[src/rtl/key_counter_ctrl_if.sv]
// Control and status bundle of the key-controlled pattern counter.
// The master drives the raw keys and the clear strobe; the slave (the counter)
// returns the count value and its mode flags.
interface key_counter_ctrl_if #(
  parameter int WIDTH = 48
);
  logic             key_run_n;
  logic             key_step_n;
  logic             clear;
  logic [WIDTH-1:0] count;
  logic             running;
  logic             dir_down;
  logic             wrap_pulse;

  modport master (
    output key_run_n,
    output key_step_n,
    output clear,
    input  count,
    input  running,
    input  dir_down,
    input  wrap_pulse
  );

  modport slave (
    input  key_run_n,
    input  key_step_n,
    input  clear,
    output count,
    output running,
    output dir_down,
    output wrap_pulse
  );
endinterface

[src/rtl/key_counter_ctrl.sv]
// Free-running pattern counter driven by two raw push-buttons.
// Each key is synchronised, debounced and edge-detected into a one-cycle press
// pulse. The run key toggles RUN/PAUSE; the step key single-steps while paused
// and reverses direction while running. Limits either wrap (with a one-cycle
// wrap_pulse) or saturate.
module key_counter_ctrl #(
  parameter int WIDTH    = 48,
  parameter int DEBOUNCE = 1000000,
  parameter int PRESCALE = 1,
  parameter bit SATURATE = 1'b0
) (
  input logic               clk_video,
  input logic               reset,
  key_counter_ctrl_if.slave bus
);

  localparam int DW = $clog2(DEBOUNCE);
  localparam int PW = (PRESCALE > 1) ? $clog2(PRESCALE) : 1;
  localparam logic [DW-1:0]    DB_LAST  = DW'(DEBOUNCE - 1);
  localparam logic [PW-1:0]    PS_LAST  = PW'(PRESCALE - 1);
  localparam logic [WIDTH-1:0] ALL_ONES = '1;

  typedef enum logic {
    S_RUN   = 1'b0,
    S_PAUSE = 1'b1
  } state_t;

  // Index 0 = run key, index 1 = step key.
  logic [1:0] key_raw;
  logic [1:0] key_press;

  assign key_raw = {bus.key_step_n, bus.key_run_n};

  generate
    for (genvar gi = 0; gi < 2; gi++) begin : g_key
      logic          sync1_reg;
      logic          sync2_reg;
      logic          stable_reg;
      logic          press_reg;
      logic [DW-1:0] db_cnt_reg;

      // Synchronise the raw level, accept it once it has held long enough,
      // and emit a single-cycle pulse on an accepted press (1 -> 0).
      always_ff @(posedge clk_video or posedge reset) begin
        if (reset) begin
          sync1_reg  <= 1'b1;
          sync2_reg  <= 1'b1;
          stable_reg <= 1'b1;
          press_reg  <= 1'b0;
          db_cnt_reg <= '0;
        end else begin
          sync1_reg <= key_raw[gi];
          sync2_reg <= sync1_reg;
          press_reg <= 1'b0;
          if (sync2_reg == stable_reg) begin
            db_cnt_reg <= '0;
          end else if (db_cnt_reg == DB_LAST) begin
            stable_reg <= sync2_reg;
            db_cnt_reg <= '0;
            press_reg  <= ~sync2_reg;
          end else begin
            db_cnt_reg <= db_cnt_reg + 1'b1;
          end
        end
      end

      assign key_press[gi] = press_reg;
    end
  endgenerate

  logic run_press;
  logic step_press;

  assign run_press  = key_press[0];
  assign step_press = key_press[1];

  state_t           state_reg, state_next;
  logic [PW-1:0]    presc_reg, presc_next;
  logic [WIDTH-1:0] count_reg, count_next;
  logic             dir_reg, dir_next;
  logic             wrap_reg, wrap_next;
  logic             advance;

  // Mode control: run/pause toggling, prescaler and the advance request.
  // A run press in the same cycle as a step press swallows the step.
  always_comb begin
    state_next = state_reg;
    presc_next = presc_reg;
    dir_next   = dir_reg;
    advance    = 1'b0;
    case (state_reg)
      S_RUN: begin
        if (run_press) begin
          state_next = S_PAUSE;
          presc_next = '0;
        end else begin
          if (step_press) begin
            dir_next = ~dir_reg;
          end
          if (presc_reg == PS_LAST) begin
            presc_next = '0;
            advance    = 1'b1;
          end else begin
            presc_next = presc_reg + 1'b1;
          end
        end
      end
      S_PAUSE: begin
        presc_next = '0;
        if (run_press) begin
          state_next = S_RUN;
        end else if (step_press) begin
          advance = 1'b1;
        end
      end
      default: begin
        state_next = S_RUN;
        presc_next = '0;
      end
    endcase
    if (bus.clear) begin
      presc_next = '0;
    end
  end

  // Count datapath: clear beats advance; the direction used is the one in
  // force before any same-cycle reversal.
  always_comb begin
    count_next = count_reg;
    wrap_next  = 1'b0;
    if (bus.clear) begin
      count_next = '0;
    end else if (advance) begin
      if (!dir_reg) begin
        if (count_reg == ALL_ONES) begin
          if (!SATURATE) begin
            count_next = '0;
            wrap_next  = 1'b1;
          end
        end else begin
          count_next = count_reg + 1'b1;
        end
      end else begin
        if (count_reg == '0) begin
          if (!SATURATE) begin
            count_next = ALL_ONES;
            wrap_next  = 1'b1;
          end
        end else begin
          count_next = count_reg - 1'b1;
        end
      end
    end
  end

  // State, prescaler and output registers.
  always_ff @(posedge clk_video or posedge reset) begin
    if (reset) begin
      state_reg <= S_RUN;
      presc_reg <= '0;
      count_reg <= '0;
      dir_reg   <= 1'b0;
      wrap_reg  <= 1'b0;
    end else begin
      state_reg <= state_next;
      presc_reg <= presc_next;
      count_reg <= count_next;
      dir_reg   <= dir_next;
      wrap_reg  <= wrap_next;
    end
  end

  assign bus.count      = count_reg;
  assign bus.running    = (state_reg == S_RUN);
  assign bus.dir_down   = dir_reg;
  assign bus.wrap_pulse = wrap_reg;

endmodule

[src/flat_wrapper.sv]
// flat-port wrapper written by rule: the top's interface ports become plain ports
module key_counter_ctrl_flat 
#(
  parameter int WIDTH    = 48,
  parameter int DEBOUNCE = 1000000,
  parameter int PRESCALE = 1,
  parameter bit SATURATE = 1'b0
)
  (clk_video, reset, bus_key_run_n, bus_key_step_n, bus_clear, bus_count, bus_running, bus_dir_down, bus_wrap_pulse);
  key_counter_ctrl_if #(.WIDTH(WIDTH)) bus_i ();
  input logic clk_video;
  input logic reset;
  input wire logic [$bits(bus_i.key_run_n)-1:0] bus_key_run_n;
  input wire logic [$bits(bus_i.key_step_n)-1:0] bus_key_step_n;
  input wire logic [$bits(bus_i.clear)-1:0] bus_clear;
  output wire logic [$bits(bus_i.count)-1:0] bus_count;
  output wire logic [$bits(bus_i.running)-1:0] bus_running;
  output wire logic [$bits(bus_i.dir_down)-1:0] bus_dir_down;
  output wire logic [$bits(bus_i.wrap_pulse)-1:0] bus_wrap_pulse;
  assign bus_i.key_run_n = bus_key_run_n;
  assign bus_i.key_step_n = bus_key_step_n;
  assign bus_i.clear = bus_clear;
  assign bus_count = bus_i.count;
  assign bus_running = bus_i.running;
  assign bus_dir_down = bus_i.dir_down;
  assign bus_wrap_pulse = bus_i.wrap_pulse;
  key_counter_ctrl #(.WIDTH(WIDTH), .DEBOUNCE(DEBOUNCE), .PRESCALE(PRESCALE), .SATURATE(SATURATE)) u_core (.clk_video(clk_video), .reset(reset), .bus(bus_i));
endmodule
[config.mk]
export PLATFORM = sky130hd
export DESIGN_NAME = key_counter_ctrl_flat
export DESIGN_NICKNAME = d
export VERILOG_FILES = /design/src/rtl/key_counter_ctrl_if.sv /design/src/rtl/key_counter_ctrl.sv /design/src/flat_wrapper.sv
export SDC_FILE = /design/constraint.sdc
export NUM_CORES = 1
export LEC_CHECK = 0
export CAP_MARGIN = 40
export CORE_MARGIN = 2
export CORE_UTILIZATION = 59
export DETAILED_ROUTE_END_ITERATION = 7
export PLACE_DENSITY_LB_ADDON = 0.3
export SKIP_LAST_GASP = 1
export SYNTH_ARGS = -nofsm -noshare
export SYNTH_HDL_FRONTEND = slang
export SYNTH_SLANG_ARGS = --single-unit
[constraint.sdc]
create_clock -name clk_video -period 4.2 [get_ports clk_video]
set_input_delay 1.05 -clock clk_video [delete_from_list [all_inputs] [get_ports clk_video]]
set_output_delay 1.05 -clock clk_video [all_outputs]
set_load 0.05 [all_outputs]
# Word level (Yosys, flattened, before mapping)
# Index checks and enable logic that the tools add are counted.
[totals]
out_inout_bits = 51
regBits = 100
romBits = 0
word_cells = 67
n_memories = 0
ram_bits = 0
in_bits = 5
latchBits = 0
[op_classes]
n_mul = 0
addsub = 5
n_mux = 30
n_eq_ne = 5
n_bitwise = 7
n_div = 0
shift = 0
reduce_logical = 5
magnitude_cmp = 0
[ops]
columns = ["cell", "count"]
rows = [
  ["$mux 48", 5],
  ["$mux 20", 4],
  ["$add 48x1->48 const B", 1],
  ["$eq 48x48->1 const B", 1],
  ["$logic_not 48->1", 1],
  ["$sub 48x1->48 const B", 1],
  ["$add 20x1->20 const B", 2],
  ["$eq 20x20->1 const B", 2],
  ["$mux 1", 18],
  ["$not 1->1", 7],
  ["$pmux 1 s2", 3],
  ["$reduce_and 2->1", 2],
  ["$reduce_and 3->1", 1],
  ["$eq 1x1->1", 2],
  ["$reduce_bool 2->1", 1],
  ["$add 1x1->1 const B", 1],
]

# Depth between registers and ports, before layout
# Gate-level depths: netlist of run 1.
[depth]
depth_word = 5
depth_mapped = 11
ltp_nobuf = 9

# Least setup slack after synthesis of run 1
# OpenSTA, ideal clock, no wires.
[synth_path]
kind = "register to register"
startpoint = "reg u_core.count_reg[1], in the netlist u_core.bus.count[1]"
endpoint = "reg u_core.count_reg[42], in the netlist u_core.bus.count[42]"
setup_ps = 124
synth_period_minus_slack_ps = 2806
arrival_time_ps = 2682
slack_ps = 1394
stages_incl_launch_ff = 11
n_path_buf = 2
path_cell_list = "dfrtp_1 -> ha_1 -> nand3_1 -> or3_1 -> clkbuf_1 -> nor3_1 -> buf_2 -> nand4_1 -> xor2_1 -> a211oi_1 -> a211o_1"
[synth_via]
elab_chain_cells = 5
[synth_lines]
columns = ["item", "line_no", "text"]
rows = [
  ["from (decl)", "key_counter_ctrl.sv:79", "logic [WIDTH-1:0] count_reg, count_next;"],
  ["from (signal assigned)", "key_counter_ctrl.sv:167", "count_reg <= count_next;"],
  ["$add 48x1->48, or another cell as far along", "key_counter_ctrl.sv:141", "count_next = count_reg + 1'b1;"],
  ["$mux 48, on equally long branches", "key_counter_ctrl.sv:135, key_counter_ctrl.sv:144", ""],
  ["$mux 48 *", "key_counter_ctrl.sv:134", "if (!dir_reg) begin"],
  ["$mux 48 *", "key_counter_ctrl.sv:133", "end else if (advance) begin"],
  ["$mux 48 *", "key_counter_ctrl.sv:131", "if (bus.clear) begin"],
]
# Mark *: on every way between the ends. The rest lies on a longest branch, timed or not. The select of a mux whose other input is x is not followed.
# A chain may end at the register's enable or synchronous reset.

# Final worst setup path of run 1
[layout_path]
startpoint = "reg u_core.count_reg[0], in the netlist u_core.bus.count[0]"
endpoint = "reg u_core.count_reg[2], in the netlist u_core.bus.count[2]"
# Same word-level chain as after synthesis.

==> metrics.md, run 1 <==
| Metric | Value |
|---|---|
| Overflow after GRT | 0 |
| Row Count | 39 |
| Clock Skews | approximately 13 ps |
| I/O pin cnt | 56 |
| N_diodes | 0 |
| DP Area | just over 0.007 sq mm |
| DP Cell Count | 949 |
| Share of cells above drive strength 1 | 8.39% |
| Worst setup startpoint | u_core.bus.count[0] |
| Outcome | finished clean |
| Layout Cells excl Fill | 965 |
| H-tree Lvls | 3 |
| DRT Pass-1 Iters | 6 |
| TNS Setup | 0 ps |
| Core Box Area | 0.0113 sq mm |
| Yosys top cell by area | dfrtp_1 |
| Worst VDD drop | 0.000262 V |
| Fmax | 0.310 GHz |
| Pin count of the biggest net entering global routing | 52 |
| Post-detail-place hpwl | 11,800 um |
| Mapped Cells | 803 |
| CTS resizes | 0 |
| Worst-margin pin slew | 817 ps |
| Setup bufs post-CTS | 0 |
| Leak | 3.21 nW |
| Class of the most critical hold timing path | register to register |
| Final Cycle Share | between 70% and 80% |
| Min Tclk post-route | 3220 ps |
| Synth top area share | 34.6% |
| RSZ-0062 raised after global routing | no |
| #FFs+latches synth | 99 |
| Synthesized Nets | between 800 and 900 |
| Post-synthesis cell area | 0.00673 sq mm |
| Drt via density | ~6.6 |
| Crit. path cell count | 9 |
| Pre-CTS WS | 1050 ps |
| TritonCTS clock tree | done |
| WP buf/inv | 1 |
| Ys async rst share | between 90% and 100% |
| Die Width | between 100 and 150 um |
| Max-cap violations | 0 |
| Area growth syn-to-layout | 12.4% |
| Reg-to-reg startpoint | u_core.bus.count[0] |
| Nets | 827 |
| Critical Path, Cell by Cell | ha_1 -> nand3_1 -> or3_1 -> nor3_1 -> a31oi_2 -> buf_12 -> o21ai_0 -> o21ai_0 -> o2bb2ai_1 |
| WL final | 17,600 um |
| Hold Violations, Final | 0 |
| Final setup violation count | 0 |
| Reg2Reg Setup Slack | 980 ps |
| Die Area | about 0.012 sq mm |
| Smallest hold slack | ~360 ps |
| Vias in the first global route | 6,017 |
| Delay-heaviest family, CP | simple AND/OR/NAND/NOR gates |
| Post-synth EDFFs | 0 |
| Remaining DRCs | 0 |
| CP Class | register to register |
| Root Buffer | clkbuf_16 |
| Clock latency on the worst-skew pair | 360 ps |
| Cts bufs inserted | 9 |
| Netlist cell types | 76 |
| Max FFs per register | 48 |
| Port buffer count | 55 |
| Routability cong. | 0.964 |
| Top cells by count, synth | dfrtp_1 (93), nor2_1 (93), o21ai_0 (70) |
| Clock Sinks | 99 |
| Worst Setup Slack, final | ~980 ps |
| PwrDens | 265 mW/mm^2 |
| DRT iter0 DRCs | 724 |
| Die Y | around 110 um |
| CP Launch Type | register |
| Slowest cell on the critical path | nor3_1 |
| Max clock buf depth | 2 |
| Clock Pin Slew Worst Setup and Hold Paths | 70 ps |
| Synth Flop Type | dfrtp_1 |
| Arrival @ worst endpoint | 3460 ps |
| DR WL/cell | 18.2 um |
| Max stage delay on crit path | ~550 ps |
| Initial core utilization | approximately 60% |
| Slew Viols, Final | 0 |
| Via count | 6,398 |
| Synth Warn # | 0 |
| Fin area | 0.00757 sq mm |
| CP endpoint | u_core.bus.count[2] |
| Initial antenna violation count | 0 |
| Average cell area after synthesis | 8.38 sq um |
| Hold-fix buffers, CTS | 0 |
| Critical path capture point type | register |
| Worst path most repeated cell | o21ai_0 |
| Relative max-transition margin | roughly 45% |
| Fill cells | just over 900 |
| Critical-path maximum fanout | 34 |
| Reg-to-Reg End | u_core.bus.count[2] |
| First-pass GRT wire length | 29,200 um |
| Worst-case reg-to-reg path depth | 9 |
| Synth area leaders | dfrtp_1 (35%), xnor2_1 (5.5%), o21ai_0 (5.2%), nor2_1 (5.2%), xor2_1 (4.0%) |
| Worst EP required | ~4400 ps |
| Total GRT Usage | 28.8% |
| Seq/Total Area, Yosys | 36.9% |
| Post-DRT Antenna Nets | 0 |
-- per-layer routing --
metal,GRT usage [%],share of wire [%]
met1,38.2,41
met2,47.0,48
met3,4.81,8.7
met4,11.9,2.4
met5,0,0
-- worst min path at each step --
stage                                    startpoint                         to  slack, ps  depth (start not counted)
after floorplan           u_core.g_key[0].sync1_reg  u_core.g_key[0].sync2_reg        350                          0
after global placement    u_core.g_key[0].sync1_reg  u_core.g_key[0].sync2_reg        350                          0
after detailed placement  u_core.g_key[1].sync1_reg  u_core.g_key[1].sync2_reg        350                          0
after CTS                 u_core.g_key[1].sync1_reg  u_core.g_key[1].sync2_reg        360                          0
after global routing      u_core.g_key[0].sync1_reg  u_core.g_key[0].sync2_reg        360                          0
final                     u_core.g_key[1].sync1_reg  u_core.g_key[1].sync2_reg        360                          0
-- worst register-to-register path: cells and delay by family, from the launching register on --
| family | cells | cell delay [ps] |
|---|---|---|
| AOI/OAI and AO/OA | 4 | 840 |
| adders and majority gates | 1 | 250 |
| buffers and inverters | 1 | 300 |
| DFF | 1 | 490 |
| and+or+nand+nor | 3 | 1230 |
-- through the flow --
step,util [%],power [mW]
6_report,67.1,2.00
5_1_grt,67.1,2.07
4_1_cts,67.1,2.01
3_5_place_dp,64.5,1.19
3_3_place_gp,64.5,1.18
2_1_floorplan,-,1.13
-- cells by family (layout without fill, tap and decap cells) --
group / after synthesis / in the layout / share of synthesized area [%]
XOR/XNOR: 73 / 73 / 9.50
flip-flops: 99 / 99 / 36.9
adder cells (fa/ha/maj): 5 / 5 / 0.929
buffers and inverters: 80 / 99 / 5.39
AO/OA/AOI/OAI: 191 / 191 / 18.6
multiplexers: 3 / 3 / 0.483
AND/OR/NAND/NOR: 352 / 352 / 28.2
-- power breakdown --
group	internal (mW)	total, mW	switching [mW]	leakage, nW
registers	0.963	0.975	0.0117	1.35
logic	0.0630	0.197	0.134	1.71
clock network	0.419	0.832	0.413	0.141
total	1.45	2.00	0.559	3.21
-- placed cells by master (no fill, tap or decap), types with 4 or more instances in the layout --
cell type / n
o21a_1: 6
dfstp_2: 6
and3_1: 13
clkbuf_16: 9
dfrtp_1: 93
o41ai_1: 4
inv_1: 19
nor4_1: 13
o31a_1: 5
buf_4: 6
a21o_1: 15
and2_1: 7
inv_6: 4
or3_1: 16
nand2_1: 58
nand3_1: 50
o31ai_1: 8
o221ai_1: 4
nor3_1: 21
ha_1: 5
xor2_1: 31
o21ai_0: 70
a21oi_1: 27
xnor2_1: 42
a31oi_1: 11
o2bb2ai_1: 7
nor2_1: 92
or4_1: 7
clkdlybuf4s50_1: 55
nand4_1: 30
and4_1: 5
or4_4: 8
-- cell type report --
cell class	count	area (sq um)	share of cell area, %
Multi-Input combinational cell	624	3900	51.5
Inverter	20	77.6	1.03
Clock inverter	7	65.1	0.860
Tap cell	143	179	2.36
Sequential cell	99	2480	32.8
Timing Repair Buffer	63	636	8.40
Clock buffer	9	225	2.98
(Power assumes the default switching activity.)
==> run 2, diff against run 1 <==
--- a/config.mk
+++ b/config.mk
@@ -7,7 +7,7 @@
 export LEC_CHECK = 0
 export CAP_MARGIN = 40
 export CORE_MARGIN = 2
-export CORE_UTILIZATION = 59
+export CORE_UTILIZATION = 53
 export DETAILED_ROUTE_END_ITERATION = 7
 export PLACE_DENSITY_LB_ADDON = 0.3
 export SKIP_LAST_GASP = 1
==> constraint.sdc (replaced) <==
create_clock -name clk_video -period 2.7 [get_ports clk_video]
set_input_delay 0.675 -clock clk_video [delete_from_list [all_inputs] [get_ports clk_video]]
set_output_delay 0.675 -clock clk_video [all_outputs]
set_load 0.05 [all_outputs]
==> metrics.md, run 2 (same netlist as run 1, synthesis figures left out) <==
| Metric | Value |
|---|---|
| Delay-heaviest family, CP | simple AND/OR/NAND/NOR gates |
| Routability cong. | 0.900 |
| N_diodes | 0 |
| TritonCTS clock tree | done |
| Critical path capture point type | register |
| Initial antenna violation count | 0 |
| Most common cell after layout, fill and taps aside | nor2_1 |
| Root Buffer | clkbuf_16 |
| Slowest cell on the critical path | or4_1 |
| DRT iter0 DRCs | 932 |
| Worst-margin pin slew | 668 ps |
| Slew Viols, Final | 0 |
| Final setup violation count | 0 |
| Leak | 3.60 nW |
| Worst VDD drop | 0.000409 V |
| First-pass GRT wire length | about 31,000 um |
| Drt via density | approximately 6.3 |
| DRT Pass-1 Iters | 7 |
| Share of cells above drive strength 1 | 16.9% |
| Reg-to-Reg End | u_core.bus.count[35] |
| DP Cell Count | 1,047 |
| Class of the most critical hold timing path | register to register |
| Total GRT Usage | roughly 29% |
| Final Cycle Share | a little over nine tenths |
| Post-layout util | 65.8% |
| Combinational power share | 10.6% |
| Port buffer count | 55 |
| Worst EP required | 3010 ps |
| DR WL/cell | 17.6 um |
| Post-DRT Antenna Nets | 0 |
| Die Area | 0.0136 sq mm |
| Pre-CTS WS | 86.8 ps |
| Max stage delay on crit path | 590 ps |
| Critical-path maximum fanout | 8 |
| Die Width | between 100 and 150 um |
| Worst-case reg-to-reg path depth | 8 |
| Crit. path cell count | 8 |
| Remaining DRCs | 0 |
| Cts bufs inserted | 9 |
| Arrival @ worst endpoint | 2960 ps |
| Hold path startpoint | u_core.g_key[0].sync1_reg |
| Max clock buf depth | 2 |
| Hold Violations, Final | 0 |
| Row Count | a little over 40 |
| Area growth syn-to-layout | 22.4% |
| Smallest hold slack | 352 ps |
| Min Tclk post-route | ~2700 ps |
| Nets | 901 |
| Vias in the first global route | 6,411 |
| Clock Skews | about 13 ps |
| Clock Pin Slew Worst Setup and Hold Paths | 80 ps |
| Sequential power share | 46.7% |
| Initial core utilization | 53.8% |
| Post-detail-place hpwl | between 10,000 and 15,000 um |
| Commonest cells after routing, fill and taps aside | nor2_1 (92), dfrtp_1 (88), buf_4 (78) |
| Fmax | 0.377 GHz |
| Die Y | roughly 120 um |
| CP Class | register to register |
| Max-cap violations | 0 |
| Outcome | finished clean |
| Overflow after GRT | 0 |
| TNS Setup | 0 ps |
| NetSw | between 800 and 900 uW |
| Min-Delay Path Depth | 0 |
| Layout Cells excl Fill | 1,068 |
| Critical Path, Cell by Cell | or4_1 -> nor2_1 -> nand2_1 -> buf_4 -> or3_1 -> a31oi_1 -> a21boi_1 -> a21o_1 |
| Reg-to-reg startpoint | u_core.bus.count[0] |
| Reg2Reg Setup Slack | 50 ps |
| Clock latency on the worst-skew pair | 370 ps |
| PwrDens | 394 mW/mm^2 |
| WP buf/inv | 1 |
| CP Launch Type | register |
| Via count | 6,714 |
| I/O pin cnt | 56 |
| Sw Ratio | between 20% and 30% |
| Pin count of the biggest net entering global routing | 73 |
| WL final | approximately 19,000 um |
| Clock Sinks | 99 |
| Min-Delay Endpoint | u_core.g_key[0].sync2_reg |
| H-tree Lvls | 3 |
| Core Box Area | 0.0125 sq mm |
| Fill cells | 1,065 |
| Worst Setup Slack, final | 48.8 ps |
| Pint | 2.36 mW |
| Max FFs per register | 48 |
| Clock power share | 42.7% |
| Relative max-transition margin | 55.4% |
-- run 2: timing repair --
item / CTS / global route
gates resized for setup: 0 / 6
endpoints found under the setup margin: 0 / 19
buffers inserted: 0 / 5
hold buffers: 0 / 0
-- run 2: layout make-up --
type / count / area [sq um] / share of cell area, %
clock inverter: 7 / 85.1 / 1.03
clock buffer: 9 / 225 / 2.73
sequential: 99 / 2490 / 30.2
tap: 172 / 215 / 2.61
timing repair buffer: 137 / 1220 / 14.8
inverter: 20 / 78.8 / 0.957
multi-input combinational: 624 / 3920 / 47.6
-- run 2: power groups by stage --
stage	clock (mW)	sequential (mW)	combinational, mW
floorplan	0	1.55	0.207
global placement	0	1.54	0.322
detailed placement	0	1.54	0.331
CTS	1.40	1.51	0.335
global route	1.46	1.52	0.374
finish	1.39	1.51	0.344
-- run 2: layer usage --
metal | vias up | GRT usage (%) | part of all wire, %
li1 | 3088 | - | -
met1 | 3243 | 38.0 | 41
met2 | 330 | 47.3 | 48
met3 | 53 | 5.60 | 8.1
met4 | 0 | 12.9 | 2.9
met5 | - | 0 | 0
-- run 2: worst max-delay path by stage --
stage	start	to	slack, ps
2_1_floorplan	u_core.bus.count[20]	u_core.bus.count[37]	3
3_3_place_gp	u_core.bus.count[1]	u_core.bus.count[24]	120
3_5_place_dp	u_core.bus.count[1]	u_core.bus.count[38]	90
4_1_cts	u_core.bus.count[1]	u_core.bus.count[24]	60
5_1_grt	u_core.bus.count[18]	u_core.bus.count[35]	-40
6_report	u_core.bus.count[0]	u_core.bus.count[35]	50
-- run 2: metrics by stage --
step	cell area [sq um]	power, mW
2_1_floorplan	6740	1.76
3_3_place_gp	7860	1.86
3_5_place_dp	7860	1.87
4_1_cts	8170	3.25
5_1_grt	8240	3.35
6_report	8240	3.24
==> run 3, diff against run 2 <==
--- a/config.mk
+++ b/config.mk
@@ -5,7 +5,7 @@
 export SDC_FILE = /design/constraint.sdc
 export NUM_CORES = 1
 export LEC_CHECK = 0
-export CAP_MARGIN = 40
+export CAP_MARGIN = 20
 export CORE_MARGIN = 2
 export CORE_UTILIZATION = 53
 export DETAILED_ROUTE_END_ITERATION = 7
==> results of run 3 <==
Same layout as run 2: the final DEF is identical, and so are final timing and power.
